--- config.mk ---
export PLATFORM = sky130hd
export DESIGN_NAME = btb_nway
export DESIGN_NICKNAME = d
export VERILOG_FILES = /design/src/rtl/btb_pkg.sv /design/src/rtl/btb_sat_ctr.sv /design/src/rtl/btb_nway.sv
export SDC_FILE = /design/constraint.sdc
export NUM_CORES = 2
export LEC_CHECK = 0
export BUFFER_PORTS_ARGS = -buffer_cell sky130_fd_sc_hd__buf_2
export CORE_ASPECT_RATIO = 2
export CORE_UTILIZATION = 50
export DETAILED_ROUTE_END_ITERATION = 6
export PLACE_DENSITY = 0.64
export SKIP_LAST_GASP = 1
export SLEW_MARGIN = 5
export SYNTH_ARGS = -nofsm -noshare
export SYNTH_HDL_FRONTEND = slang
export SYNTH_HIERARCHICAL = 1
export SYNTH_SLANG_ARGS = --single-unit
--- constraint.sdc ---
create_clock -name clk -period 10.3 [get_ports clk]
set_input_delay 2.06 -clock clk [delete_from_list [all_inputs] [get_ports clk]]
set_output_delay 2.06 -clock clk [all_outputs]
set_load 0.01 [all_outputs]
--- src/rtl/btb_pkg.sv ---
// Shared types and helpers for the N-way branch target buffer.
// Holds the 2-bit direction counter encodings, the per-entry metadata
// struct and the index/tag width helpers used by btb_nway.
package btb_pkg;

    // 2-bit direction counter encodings; bit 1 is the predicted direction.
    localparam logic [1:0] STRONG_NT = 2'b00;
    localparam logic [1:0] WEAK_NT   = 2'b01;
    localparam logic [1:0] WEAK_T    = 2'b10;
    localparam logic [1:0] STRONG_T  = 2'b11;

    // Per-entry metadata. The tag and target live in their own arrays
    // because their widths depend on the XLEN/SETS parameters.
    typedef struct packed {
        logic       valid;
        logic [1:0] ctr;
    } btb_entry_t;

    // Number of PC bits used to select a set.
    function automatic int idx_bits(input int sets);
        return $clog2(sets);
    endfunction

    // Number of PC bits kept as the tag (above the index and byte offset).
    function automatic int tag_bits(input int xlen, input int sets);
        return xlen - $clog2(sets) - 2;
    endfunction

endpackage

--- src/rtl/btb_sat_ctr.sv ---
// Next-state logic for a 2-bit saturating up/down direction counter.
// Counts up when the branch resolved taken, down otherwise, and sticks
// at STRONG_T / STRONG_NT.
module btb_sat_ctr
    import btb_pkg::*;
(
    input  logic [1:0] ctr_i,
    input  logic       up_i,
    output logic [1:0] ctr_o
);

    // Saturating increment/decrement.
    always_comb begin
        ctr_o = ctr_i;
        if (up_i && (ctr_i != STRONG_T)) begin
            ctr_o = ctr_i + 2'd1;
        end else if (!up_i && (ctr_i != STRONG_NT)) begin
            ctr_o = ctr_i - 2'd1;
        end
    end

endmodule

--- src/rtl/btb_nway.sv ---
// N-way set-associative branch target buffer.
// Stage-1 PC is looked up combinationally; the stage-3 resolved branch
// trains the table at the clock edge and raises flush on a direction
// mispredict. Victims are the lowest invalid way, else the per-set
// round-robin pointer. Optional statistics counters are built when the
// BTB_STATS_EN macro is defined.
module btb_nway
    import btb_pkg::*;
#(
    parameter int WAYS = 2,
    parameter int SETS = 16,
    parameter int XLEN = 32
) (
    input  logic            clk,
    input  logic            rst,
    input  logic            memory_stall,
    input  logic [XLEN-1:0] instructionPC_1,
    output logic            taken,
    output logic [XLEN-1:0] branchPC,
    output logic            flush,
    input  logic [XLEN-1:0] instructionPC_3,
    input  logic            is_branchInst_3,
    input  logic            taken_3,
    input  logic            prev_taken_3,
    input  logic [XLEN-1:0] target_3
`ifdef BTB_STATS_EN
    ,
    output logic [31:0]     btb_lookups,
    output logic [31:0]     btb_hits,
    output logic [31:0]     btb_mispredicts
`endif
);

    localparam int IW = idx_bits(SETS);
    localparam int TW = tag_bits(XLEN, SETS);
    localparam int PW = (WAYS > 1) ? $clog2(WAYS) : 1;

    btb_entry_t      meta_q   [SETS][WAYS];
    logic [TW-1:0]   tag_q    [SETS][WAYS];
    logic [XLEN-1:0] target_q [SETS][WAYS];
    logic [PW-1:0]   ptr_q    [SETS];

    // Byte-offset bits never take part in lookup or training.
    logic unused_pc_bits;
    assign unused_pc_bits = ^{instructionPC_1[1:0], instructionPC_3[1:0]};

    logic [IW-1:0] idx1, idx3;
    logic [TW-1:0] tag1, tag3;
    assign idx1 = instructionPC_1[IW+1:2];
    assign tag1 = instructionPC_1[XLEN-1:IW+2];
    assign idx3 = instructionPC_3[IW+1:2];
    assign tag3 = instructionPC_3[XLEN-1:IW+2];

    logic            hit1;
    logic [1:0]      ctr1;
    logic [XLEN-1:0] tgt1;

    // Stage-1 lookup against the current (pre-update) table contents.
    always_comb begin
        hit1 = 1'b0;
        ctr1 = WEAK_NT;
        tgt1 = '0;
        for (int w = 0; w < WAYS; w++) begin
            if (meta_q[idx1][w].valid && (tag_q[idx1][w] == tag1)) begin
                hit1 = 1'b1;
                ctr1 = meta_q[idx1][w].ctr;
                tgt1 = target_q[idx1][w];
            end
        end
    end

    assign taken = hit1 & ctr1[1];
    assign flush = is_branchInst_3 & (taken_3 != prev_taken_3);

    // Redirect PC: recovery path on flush wins over the prediction.
    always_comb begin
        branchPC = '0;
        if (flush) begin
            branchPC = taken_3 ? target_3 : (instructionPC_3 + XLEN'(4));
        end else if (taken) begin
            branchPC = tgt1;
        end
    end

    logic          hit3;
    logic [PW-1:0] hit_way3;
    logic [1:0]    ctr3;
    logic          inv_found;
    logic [PW-1:0] inv_way;
    logic [PW-1:0] victim;
    logic [PW-1:0] ptr_d;
    logic [1:0]    ctr3_d;
    logic          train_en;

    // Stage-3 probe: hit way, its counter, and the lowest invalid way.
    always_comb begin
        hit3      = 1'b0;
        hit_way3  = '0;
        ctr3      = WEAK_NT;
        inv_found = 1'b0;
        inv_way   = '0;
        for (int w = 0; w < WAYS; w++) begin
            if (meta_q[idx3][w].valid && (tag_q[idx3][w] == tag3)) begin
                hit3     = 1'b1;
                hit_way3 = PW'(w);
                ctr3     = meta_q[idx3][w].ctr;
            end
            if (!meta_q[idx3][w].valid && !inv_found) begin
                inv_found = 1'b1;
                inv_way   = PW'(w);
            end
        end
    end

    // Victim choice and the pointer value after an allocation.
    always_comb begin
        victim = inv_found ? inv_way : ptr_q[idx3];
        ptr_d  = (ptr_q[idx3] == PW'(WAYS - 1)) ? '0 : ptr_q[idx3] + 1'b1;
    end

    assign train_en = is_branchInst_3 & ~memory_stall;

    btb_sat_ctr u_ctr (
        .ctr_i (ctr3),
        .up_i  (taken_3),
        .ctr_o (ctr3_d)
    );

    // Table state: reset clear, then train on unstalled stage-3 branches.
    always_ff @(posedge clk) begin
        if (rst) begin
            for (int s = 0; s < SETS; s++) begin
                ptr_q[s] <= '0;
                for (int w = 0; w < WAYS; w++) begin
                    meta_q[s][w]   <= '{valid: 1'b0, ctr: WEAK_NT};
                    tag_q[s][w]    <= '0;
                    target_q[s][w] <= '0;
                end
            end
        end else if (train_en) begin
            if (hit3) begin
                meta_q[idx3][hit_way3].ctr <= ctr3_d;
                if (taken_3) begin
                    target_q[idx3][hit_way3] <= target_3;
                end
            end else if (taken_3) begin
                meta_q[idx3][victim]   <= '{valid: 1'b1, ctr: WEAK_T};
                tag_q[idx3][victim]    <= tag3;
                target_q[idx3][victim] <= target_3;
                ptr_q[idx3]            <= ptr_d;
            end
        end
    end

`ifdef BTB_STATS_EN
    logic [31:0] lookups_q, hits_q, mispredicts_q;

    // Saturating event counters, frozen while the pipeline is stalled.
    always_ff @(posedge clk) begin
        if (rst) begin
            lookups_q     <= '0;
            hits_q        <= '0;
            mispredicts_q <= '0;
        end else if (!memory_stall) begin
            if (lookups_q != '1) lookups_q <= lookups_q + 32'd1;
            if (hit1 && (hits_q != '1)) hits_q <= hits_q + 32'd1;
            if (flush && (mispredicts_q != '1)) mispredicts_q <= mispredicts_q + 32'd1;
        end
    end

    assign btb_lookups     = lookups_q;
    assign btb_hits        = hits_q;
    assign btb_mispredicts = mispredicts_q;
`endif

endmodule

==> summary.md <==
| Metric | Value |
|---|---|
| Distinct cells, synth | 83 |
| Post-route insts no fill | 9373 |
| Vias per std cell | 7.28 |
| Die Span Y | 634 um |
| Synth Area in Compound Gates | 3.96% |
| Largest family of logic cells by synthesized area | multiplexers |
| Area delta synth->final | 9.18% |
| Worst Path Required | 8.24 ns |
| Delay-heaviest family, CP | compound AO/OA/AOI/OAI gates |
| Critical path cell sequence | buf_8 > buf_4 > mux4_2 > and3_1 > a2111oi_1 > buf_4 > or4_1 > nor4b_1 > nand3_1 > nand4b_1 > buf_4 > o21ai_0 > buf_2 |
| Final WS setup | 0.446 ns |
| Critical Path AT | 7.79 ns |
| Fin util | 55.0% |
| Yosys warns | 6 |
| Synth area leaders | edfxtp_1, mux4_2, nor3b_1, nor3_1, nor2_1 |
| Post-synth top cells | edfxtp_1, mux4_2, nor2_1, clkbuf_1, nor3b_1 |
| TritonCTS clock tree | done |
| H-tree levels | 4 |
| Initial core utilization | 50.3% |
| Register area share after synthesis | 58.9% |
| Outcome | complete, but fails checks |
| I/O pin count | 136 |
| Total negative slack | 0 ns |
| CTS sink cnt | 1968 |
| EDFF count, synth | 1936 |
| Gr busiest metal | met2 |
| Die width | 318 um |
| Worst path max stage delay | 1.22 ns |
| Vias after detailed routing | 68300 |
| Pre-antenna DRT Iters | 7 |
| Violated checks | DRC, capacitance limit |
| First-pass GRT wire length | 523000 um |
| Syn Area/Cell | 14.5 um^2 |
| Clock Tree Buf Depth | 4 |
| Final min period | 9.85 ns |
| Met2 Use GR | 62.2% |
| Final hold violations | 0 |
| Power per Cell Area | 167 mW/mm^2 |
| #FFs+latches synth | 1968 |
| Clk Tree Root Cell | clkbuf_16 |
| Ratio of cells with drive above 1 in the final layout | 23.0% |
| Die area | 0.202 mm^2 |
| Critical path's slowest cell | a2111oi_1 |
| Final Hold Slack | 0.477 ns |
| Top_reg_cell synth | edfxtp_1 |
| Max Slew Vio Count | 0 |
| Core ar. | 0.198 mm^2 |
| CP Capture Type | primary output |
| Post-Synth Simple-Gate Area | 13.3% |
| Placer Congestion | 1.04 |
| HPWL Detailed | 231000 um |
| Vias in the first global route | 68500 |
| Async SR Flop Fraction | 0% |
| # placed instances | 9032 |
| Synthesized area | 0.0998 mm^2 |
| Slew @ Worst Pin | 1.49 ns |
| Grt met1 use | 40.1% |
| Clock transition at path regs | 0.07 ns |
| Top-area cell type share of the netlist area | 58.2% |
| Maximum clock frequency | 0.101 GHz |
| IO buf count | 133 |
| Placement Cell Area | 0.103 mm^2 |
| Crit path max fanout | 47 |
| Post-synthesis adder-cell area fraction | 0.0752% |
| Largest net degree at the start of global routing | 185 |
| Synthesized netlist cell count | 6883 |
| Post-CTS Hold Buffers | 0 |
| Count leader, synth | edfxtp_1 |
| Final Net Count | 6762 |
| Setup-failing EPs final | 0 |
| CP Buf/Inv Count | 5 |
| Crit path kind | input pin to primary output |
| Post-synth net total | 6991 |
| GRT met3 Usage | 7.99% |
| Row Count | 231 |
| Final clock skew | 0.0555 ns |
| Pre-CTS WS | 1.14 ns |
| Hold/Removal Path Class | register to register |
| Fraction of synthesized area in multiplexers | 18.8% |
| Static leakage | 36.4 nW |
| Cell area after layout | 0.109 mm^2 |
| Drt total wl | 377000 um |
| CTS buffer count | 183 |
| Iter 0 DRT Violations | 10200 |
| Maximum vdd drop | 0.157 mV |
| Routed WL per cell | 40.2 um |
| Max-cap viol count | 1 |
| Final Cycle Share | 95.7% |
| Overall routing resource usage | 37.4% |
| Unrepaired setup endpoints after global routing | no |
| Initial antenna violation count | 28 |
| Relative slew slack | 0.0826% |
| Pwr Total | 18.2 mW |
| Post-Synth XOR/XNOR Area | 1.11% |
| Post-route DRC | 1 |
| GRT overflow | 0 |
| Startpoint Class | input pin |
| CP most frequent cell | buf_4 |
| Post-CTS Resized | 0 |
| Post-CTS Setup Inserts | 0 |
| Worst-Skew Late Latency | 0.87 ns |
| Antenna violation net count after detailed routing | 0 |
| Largest area contributor in the netlist | edfxtp_1 |
## worst register-to-register path, cell delays in order, from the launching register on
cell and delay, ns:
edfxtp_1 0.39, mux4_2 0.53, mux4_2 0.50, xnor2_1 0.81, nand3_1 0.35, nor4b_2 0.54, nand4_1 0.84, a2bb2oi_1 0.55
or4_2 0.81, buf_4 0.37, o21ai_4 0.62, buf_12 0.33
## metal layers
layer | part of all wire, % | up-vias
li1 | - | 26400
met3 | 10 | 1754
met4 | 11 | 14
met5 | 0.035 | -
met2 | 49 | 5224
met1 | 30 | 34800
## registers in the layout (all words and copies together) (netlist names)
signal,count
meta_q,96
ptr_q,16
tag_q,832
target_q,1024
## final cells by class
type | instances | area (um^2)
Fill cell | 16100 | 89300
Sequential cell | 1968 | 58800
Multi-Input combinational cell | 4058 | 38100
Clock buffer | 236 | 4950
Tap cell | 2563 | 3210
Timing Repair Buffer | 399 | 3020
Clock inverter | 85 | 724
Inverter | 44 | 181
Antenna cell | 20 | 50.0
## worst paths after layout
kind	startpoint	end	slack, ns	depth (start not counted)
worst min-delay path	meta_q[5][2]	meta_q[5][2]	0.48	1
worst min register to register	meta_q[5][2]	meta_q[5][2]	0.48	1
worst max register to register	tag_q[5][34]	target_q[11][42]	3.31	11
worst max-delay path	instructionPC_1[2]	branchPC[30]	0.45	13
## cell families after synthesis
kind of cell,count (synthesis)
xor gates and xnor gates,126
AOI/OAI and AO/OA,551
and+or+nand+nor,2413
DFF,1968
buffers and inverters,857
muxes,962
adders and majority gates,6
## cells in the final DEF (no fill, tap or decap), types with 51 or more instances in the layout
cell type,netlist,layout
a21o_1,52,51
buf_2,157,127
and3_1,241,241
mux4_2,729,729
edfxtp_1,1936,1936
o21ai_0,122,87
nor3b_1,515,515
nor3_1,475,475
nand2_1,220,205
and2_1,227,225
mux2i_1,203,203
clkbuf_16,0,189
buf_4,17,243
xnor2_1,93,90
nor2_1,560,557
a221oi_1,51,51
## where the power goes
part,switching (mW),total (mW),internal (mW)
combinational,1.46,2.21,0.750
clock,3.09,6.79,3.70
sequential,0.131,9.24,9.11
total,4.68,18.2,13.6
Note: power is estimated with default switching activity, not from simulation.
